`config.mk`:
```
export PLATFORM = sky130hd
export DESIGN_NAME = bt_tx_arbiter
export DESIGN_NICKNAME = d
export VERILOG_FILES = /design/src/rtl/bt_tx_arbiter.sv
export SDC_FILE = /design/constraint.sdc
export NUM_CORES = 1
export LEC_CHECK = 0
export ABC_AREA = 1
export CAP_MARGIN = 20
export CORE_ASPECT_RATIO = 1.1
export CORE_UTILIZATION = 65
export CTS_CLUSTER_SIZE = 40
export DETAILED_ROUTE_END_ITERATION = 10
export DONT_BUFFER_PORTS = 1
export PLACE_DENSITY = 0.81
export SYNTH_ARGS = -nofsm -noshare
export SYNTH_HDL_FRONTEND = slang
export SYNTH_SLANG_ARGS = --single-unit
```
`constraint.sdc`:
```
create_clock -name clk_i -period 5 [get_ports clk_i]
set_input_delay 1 -clock clk_i [delete_from_list [all_inputs] [get_ports clk_i]]
set_output_delay 1 -clock clk_i [all_outputs]
set_load 0.1 [all_outputs]
```
`src/rtl/bt_tx_arbiter.sv`:
```
// Round-robin arbiter sharing one Bluetooth UART transmitter between NUM_REQ byte producers.
// Optional frame lock (whole frame per grant) enabled by defining BT_TX_ARB_FRAME_LOCK_EN.
module bt_tx_arbiter #(
  parameter int unsigned NUM_REQ      = 4,
  parameter int unsigned BUSY_TIMEOUT = 64,
  parameter int unsigned CNT_W        = 16,
  localparam int unsigned GW = (NUM_REQ > 1) ? $clog2(NUM_REQ) : 1,
  localparam int unsigned TW = (BUSY_TIMEOUT > 1) ? $clog2(BUSY_TIMEOUT) : 1
) (
  input  logic                 clk_i,
  input  logic                 reset_i,
  input  logic [NUM_REQ-1:0]   req_valid_i,
  input  logic [8*NUM_REQ-1:0] req_data_i,
  input  logic [NUM_REQ-1:0]   req_last_i,
  output logic [NUM_REQ-1:0]   req_ready_o,
  output logic [7:0]           tx_data_o,
  output logic                 tx_send_o,
  input  logic                 tx_busy_i,
  output logic [GW-1:0]        grant_id_o,
  output logic                 arb_idle_o,
  output logic                 err_timeout_o,
  output logic [CNT_W-1:0]     sent_count_o
);

  typedef enum logic [1:0] {ARB, ISSUE, WAIT_HI, WAIT_LO} state_e;

  state_e             state_q, state_d;
  logic [GW-1:0]      rr_ptr_q, rr_ptr_d;
  logic [NUM_REQ-1:0] req_ready_q, req_ready_d;
  logic [7:0]         tx_data_q, tx_data_d;
  logic               tx_send_q, tx_send_d;
  logic [GW-1:0]      grant_id_q, grant_id_d;
  logic               arb_idle_q, arb_idle_d;
  logic               err_timeout_q, err_timeout_d;
  logic [CNT_W-1:0]   sent_count_q, sent_count_d;
  logic [TW-1:0]      tmo_q, tmo_d;
  logic               lock_q, lock_d;
  logic               last_q, last_d;

  logic [NUM_REQ-1:0] cand;
  logic               found;
  logic [GW-1:0]      win;
  int unsigned        idx;

`ifndef BT_TX_ARB_FRAME_LOCK_EN
  logic unused_last;
  assign unused_last = ^req_last_i;
`endif

  // Wrapping search from the requester after rr_ptr; a locked frame narrows the candidates to its owner.
  always_comb begin
    cand  = lock_q ? (req_valid_i & (NUM_REQ'(1) << grant_id_q)) : req_valid_i;
    found = 1'b0;
    win   = '0;
    idx   = 0;
    for (int unsigned off = 1; off <= NUM_REQ; off++) begin
      idx = (32'(rr_ptr_q) + off) % NUM_REQ;
      if (!found && cand[GW'(idx)]) begin
        found = 1'b1;
        win   = GW'(idx);
      end
    end
  end

  always_comb begin
    state_d       = state_q;
    rr_ptr_d      = rr_ptr_q;
    req_ready_d   = '0;
    tx_data_d     = tx_data_q;
    tx_send_d     = 1'b0;
    grant_id_d    = grant_id_q;
    err_timeout_d = 1'b0;
    sent_count_d  = sent_count_q;
    tmo_d         = tmo_q;
    lock_d        = lock_q;
    last_d        = last_q;
    unique case (state_q)
      ARB: begin
        if (found && !tx_busy_i) begin
          state_d     = ISSUE;
          req_ready_d = NUM_REQ'(1) << win;
          tx_data_d   = req_data_i[8*32'(win) +: 8];
          grant_id_d  = win;
`ifdef BT_TX_ARB_FRAME_LOCK_EN
          last_d      = req_last_i[win];
`else
          last_d      = 1'b1;
`endif
        end
      end
      ISSUE: begin
        tx_send_d = 1'b1;
        tmo_d     = '0;
        state_d   = WAIT_HI;
      end
      WAIT_HI: begin
        if (tx_busy_i) begin
          state_d = WAIT_LO;
        end else if (tmo_q == TW'(BUSY_TIMEOUT - 1)) begin
          // Transmitter never acknowledged: drop the byte and any frame lock.
          err_timeout_d = 1'b1;
          rr_ptr_d      = grant_id_q;
          lock_d        = 1'b0;
          state_d       = ARB;
        end else begin
          tmo_d = tmo_q + 1'b1;
        end
      end
      WAIT_LO: begin
        if (!tx_busy_i) begin
          sent_count_d = sent_count_q + 1'b1;
          lock_d       = !last_q;
          if (last_q) rr_ptr_d = grant_id_q;
          state_d      = ARB;
        end
      end
      default: state_d = ARB;
    endcase
    arb_idle_d = (state_d == ARB) && !lock_d;
  end

  always_ff @(posedge clk_i) begin
    if (reset_i) begin
      state_q       <= ARB;
      rr_ptr_q      <= GW'(NUM_REQ - 1);
      req_ready_q   <= '0;
      tx_data_q     <= '0;
      tx_send_q     <= 1'b0;
      grant_id_q    <= '0;
      arb_idle_q    <= 1'b1;
      err_timeout_q <= 1'b0;
      sent_count_q  <= '0;
      tmo_q         <= '0;
      lock_q        <= 1'b0;
      last_q        <= 1'b1;
    end else begin
      state_q       <= state_d;
      rr_ptr_q      <= rr_ptr_d;
      req_ready_q   <= req_ready_d;
      tx_data_q     <= tx_data_d;
      tx_send_q     <= tx_send_d;
      grant_id_q    <= grant_id_d;
      arb_idle_q    <= arb_idle_d;
      err_timeout_q <= err_timeout_d;
      sent_count_q  <= sent_count_d;
      tmo_q         <= tmo_d;
      lock_q        <= lock_d;
      last_q        <= last_d;
    end
  end

  assign req_ready_o   = req_ready_q;
  assign tx_data_o     = tx_data_q;
  assign tx_send_o     = tx_send_q;
  assign grant_id_o    = grant_id_q;
  assign arb_idle_o    = arb_idle_q;
  assign err_timeout_o = err_timeout_q;
  assign sent_count_o  = sent_count_q;

endmodule

```
==> impl_metrics.env <==
export IMPL_cts_htree_levels=2
export IMPL_portBuffers=0
export IMPL_finalNetCount=419
export IMPL_cts_hold_buf=0
export IMPL_drive_gt1_frac=0.133
export IMPL_grt_first_pass_wirelength_um=8180
export IMPL_rsz0062_at_grt="no"
export IMPL_ios=76
export IMPL_post_route_period_util=0.593
export IMPL_rr_worst_depth=13
export IMPL_criticalPathCategory="reg2reg"
export IMPL_synth_fp_nets=421
export IMPL_cts_sinks=44
export IMPL_worstHoldPathCells=2
export IMPL_gp_congestion=0.805
export IMPL_vias_per_cell=5.45
export IMPL_cp_max_fo=19
export IMPL_p_leak_uw=0.00118
export IMPL_maxCapViolations=0
export IMPL_synth_seq_cells=44
export IMPL_cts_tree="built"
export IMPL_cts_made_buffers=5
export IMPL_ys_seq_area_frac=0.346
export IMPL_via_count=2318
export IMPL_cts_resized=0
export IMPL_crit_arrival_ns=3.16
export IMPL_core_area_mm2=0.00368
export IMPL_gr_usage_all_layers=0.260
export IMPL_drt_initial_drc_count=214
export IMPL_synthesis_area_mm2=0.00254
export IMPL_critical_path_required_ns=5.19
export IMPL_regToRegSetupSlack_ns=2.03
export IMPL_dieArea_mm2=0.00417
export IMPL_cpMostUsedCell="nand2_1"
export IMPL_syn_avg_cell_area_um2=6.76
export IMPL_ant_nets=0
export IMPL_slew_limit_headroom=0.253
export IMPL_place_hpwl_um=3870
export IMPL_worstPathCellList="o21ai_0 -> nand3_1 -> nand2_1 -> nand2_1 -> nand2_2 -> inv_2 -> nand4_4 -> nand2_4 -> nand2_1 -> nand3_1 -> nand3_1 -> nand2_1 -> inv_1"
export IMPL_clock_skew_ns=0.00714
export IMPL_hold_slack_ns=0.481
export IMPL_postCtsSetupBuffers=0
export IMPL_fp_row_count=23
export IMPL_post_route_util=0.711
export IMPL_peakVddDrop_v=0.000270
export IMPL_diodes=0
export IMPL_setup_violations_final=0
export IMPL_hold_path_class="reg2reg"
export IMPL_initial_core_util=0.690
export IMPL_first_global_vias=2028
export IMPL_fin_tns_setup_ns=0
export IMPL_final_common_cell="inv_1"
export IMPL_cts_root_buf="clkbuf_8"
export IMPL_slew_violations=0
export IMPL_final_cell_mix="inv_1 (64), nand2_1 (61), nand3_1 (60)"
export IMPL_hold_viol=0
export IMPL_overflow=0
export IMPL_critPathMaxStageDelay_ns=1.06
export IMPL_die_h_um=67.6
export IMPL_die_x_um=61.6
export IMPL_cts_clk_slew_worst_paths_ns=0.08
export IMPL_post_drt_wl_per_cell_um=12.0
export IMPL_cpMaxStageDelayCell="dfxtp_1"
export IMPL_outcome="completed"
export IMPL_drc=0
export IMPL_antenna_found_initial=0
export IMPL_area_delta_synth_final_pct=3.00
export IMPL_syn_inst=376
export IMPL_grt_max_degree=22
export IMPL_dr_pass1_iters=4
export IMPL_fmax_ghz=0.337
export IMPL_worst_slew_pin_slew_ns=1.12
export IMPL_ys_warn_count=0
export IMPL_routed_wl_um=5110
export IMPL_cp_start_kind="flip-flop"
export IMPL_worstSetupEndpointType="flip-flop"
export IMPL_finalCriticalPeriod_ns=2.97
export IMPL_cellPowerDensity_mw_per_mm2=314
export IMPL_clock_latency_ns=0.29
export IMPL_synth_cell_types=37
export IMPL_cts_buffer_depth=2
-- layout make-up --
| cell class | instances | area [um^2] |
|---|---|---|
| fillers | 350 | 1060 |
| inverters | 73 | 277 |
| multi-input cells | 250 | 1310 |
| clock inverters | 3 | 18.8 |
| well taps | 50 | 62.6 |
| flip-flops and latches | 44 | 881 |
| clock buffers | 5 | 68.8 |
-- worst max-delay path, delay by kind of cell, from the launching register on --
kind                   cells  cell delay, ns
AND/OR/NAND/NOR           10            1.38
flip-flops                 1            1.06
AO/OA/AOI/OAI              1            0.30
buffers and inverters      2            0.12
-- cells in the mapped netlist (all sizes together) --
cell type	number	share of area
and3	1	0.0025
a211oi	1	0.0030
nor3	6	0.014
nor3b	3	0.011
inv	72	0.11
nand4	4	0.016
o21ba	1	0.0039
a21oi	15	0.034
buf	6	0.025
nand3	66	0.14
clkbuf	3	0.0044
nor4	3	0.012
o21ai	16	0.031
nor2	51	0.082
o211ai	2	0.0059
nand2	77	0.14
o31ai	1	0.0049
ha	2	0.0098
dfxtp	44	0.35
clkinv	1	0.0015
xor2	1	0.0064
-- worst paths after layout --
path | startpoint | end
setup / recovery | grant_id_o[1] | tx_data_o[7]
hold / removal | tmo_q[1] | tmo_q[1]
setup reg to reg | grant_id_o[1] | tx_data_o[7]
hold reg to reg | tmo_q[1] | tmo_q[1]
-- power by group --
part,switching [uW],total (uW),internal [uW]
sequential,108,474,366
combinational,87.1,130,43.1
clock,120,217,97.4
total,315,821,506
-- metrics by stage --
| stage | setup WS (ns) | power, uW | cells | area (um^2) |
|---|---|---|---|---|
| 6_report | 2.03 | 821 | 425 | 2620 |
| 5_1_grt | 1.81 | 858 | 425 | 2620 |
| 4_1_cts | 2.05 | 825 | 425 | 2620 |
| 3_5_place_dp | 2.07 | 611 | 417 | 2530 |
| 3_3_place_gp | 2.10 | 607 | 417 | 2530 |
| 2_1_floorplan | 2.43 | 599 | 376 | 2540 |
-- kinds of logic (layout without fill, tap and decap cells) --
logic type               after synthesis  in the layout  share of synthesized area
buffers and inverters                 82             81                      0.138
adder cells (fa/ha/maj)                2              2                    0.00984
AO/OA/AOI/OAI                         36             36                     0.0832
XOR/XNOR                               1              1                    0.00640
AND/OR/NAND/NOR                      211            211                      0.416
flip-flops                            44             44                      0.346
-- routing by layer --
metal | global-route usage | share of wire | vias to the layer above | wire length, um
met2 | 0.460 | 0.47 | 84 | 2410
met1 | 0.295 | 0.43 | 1034 | 2210
met4 | 0.0694 | 0.011 | 0 | 57
met3 | 0.0862 | 0.084 | 9 | 430
met5 | 0 | 0 | - | 0
li1 | - | - | 1191 | -
-- flip-flops by register name, summed over array words and instances (netlist names) --
register	count
sent_count_o	16
tx_data_o	8
tmo_q	6
req_ready_o	4
grant_id_o	2
rr_ptr_q	2
state_q	2
arb_idle_o	1
err_timeout_o	1
lock_q	1
tx_send_o	1
Power figures use the tool's default switching activity.
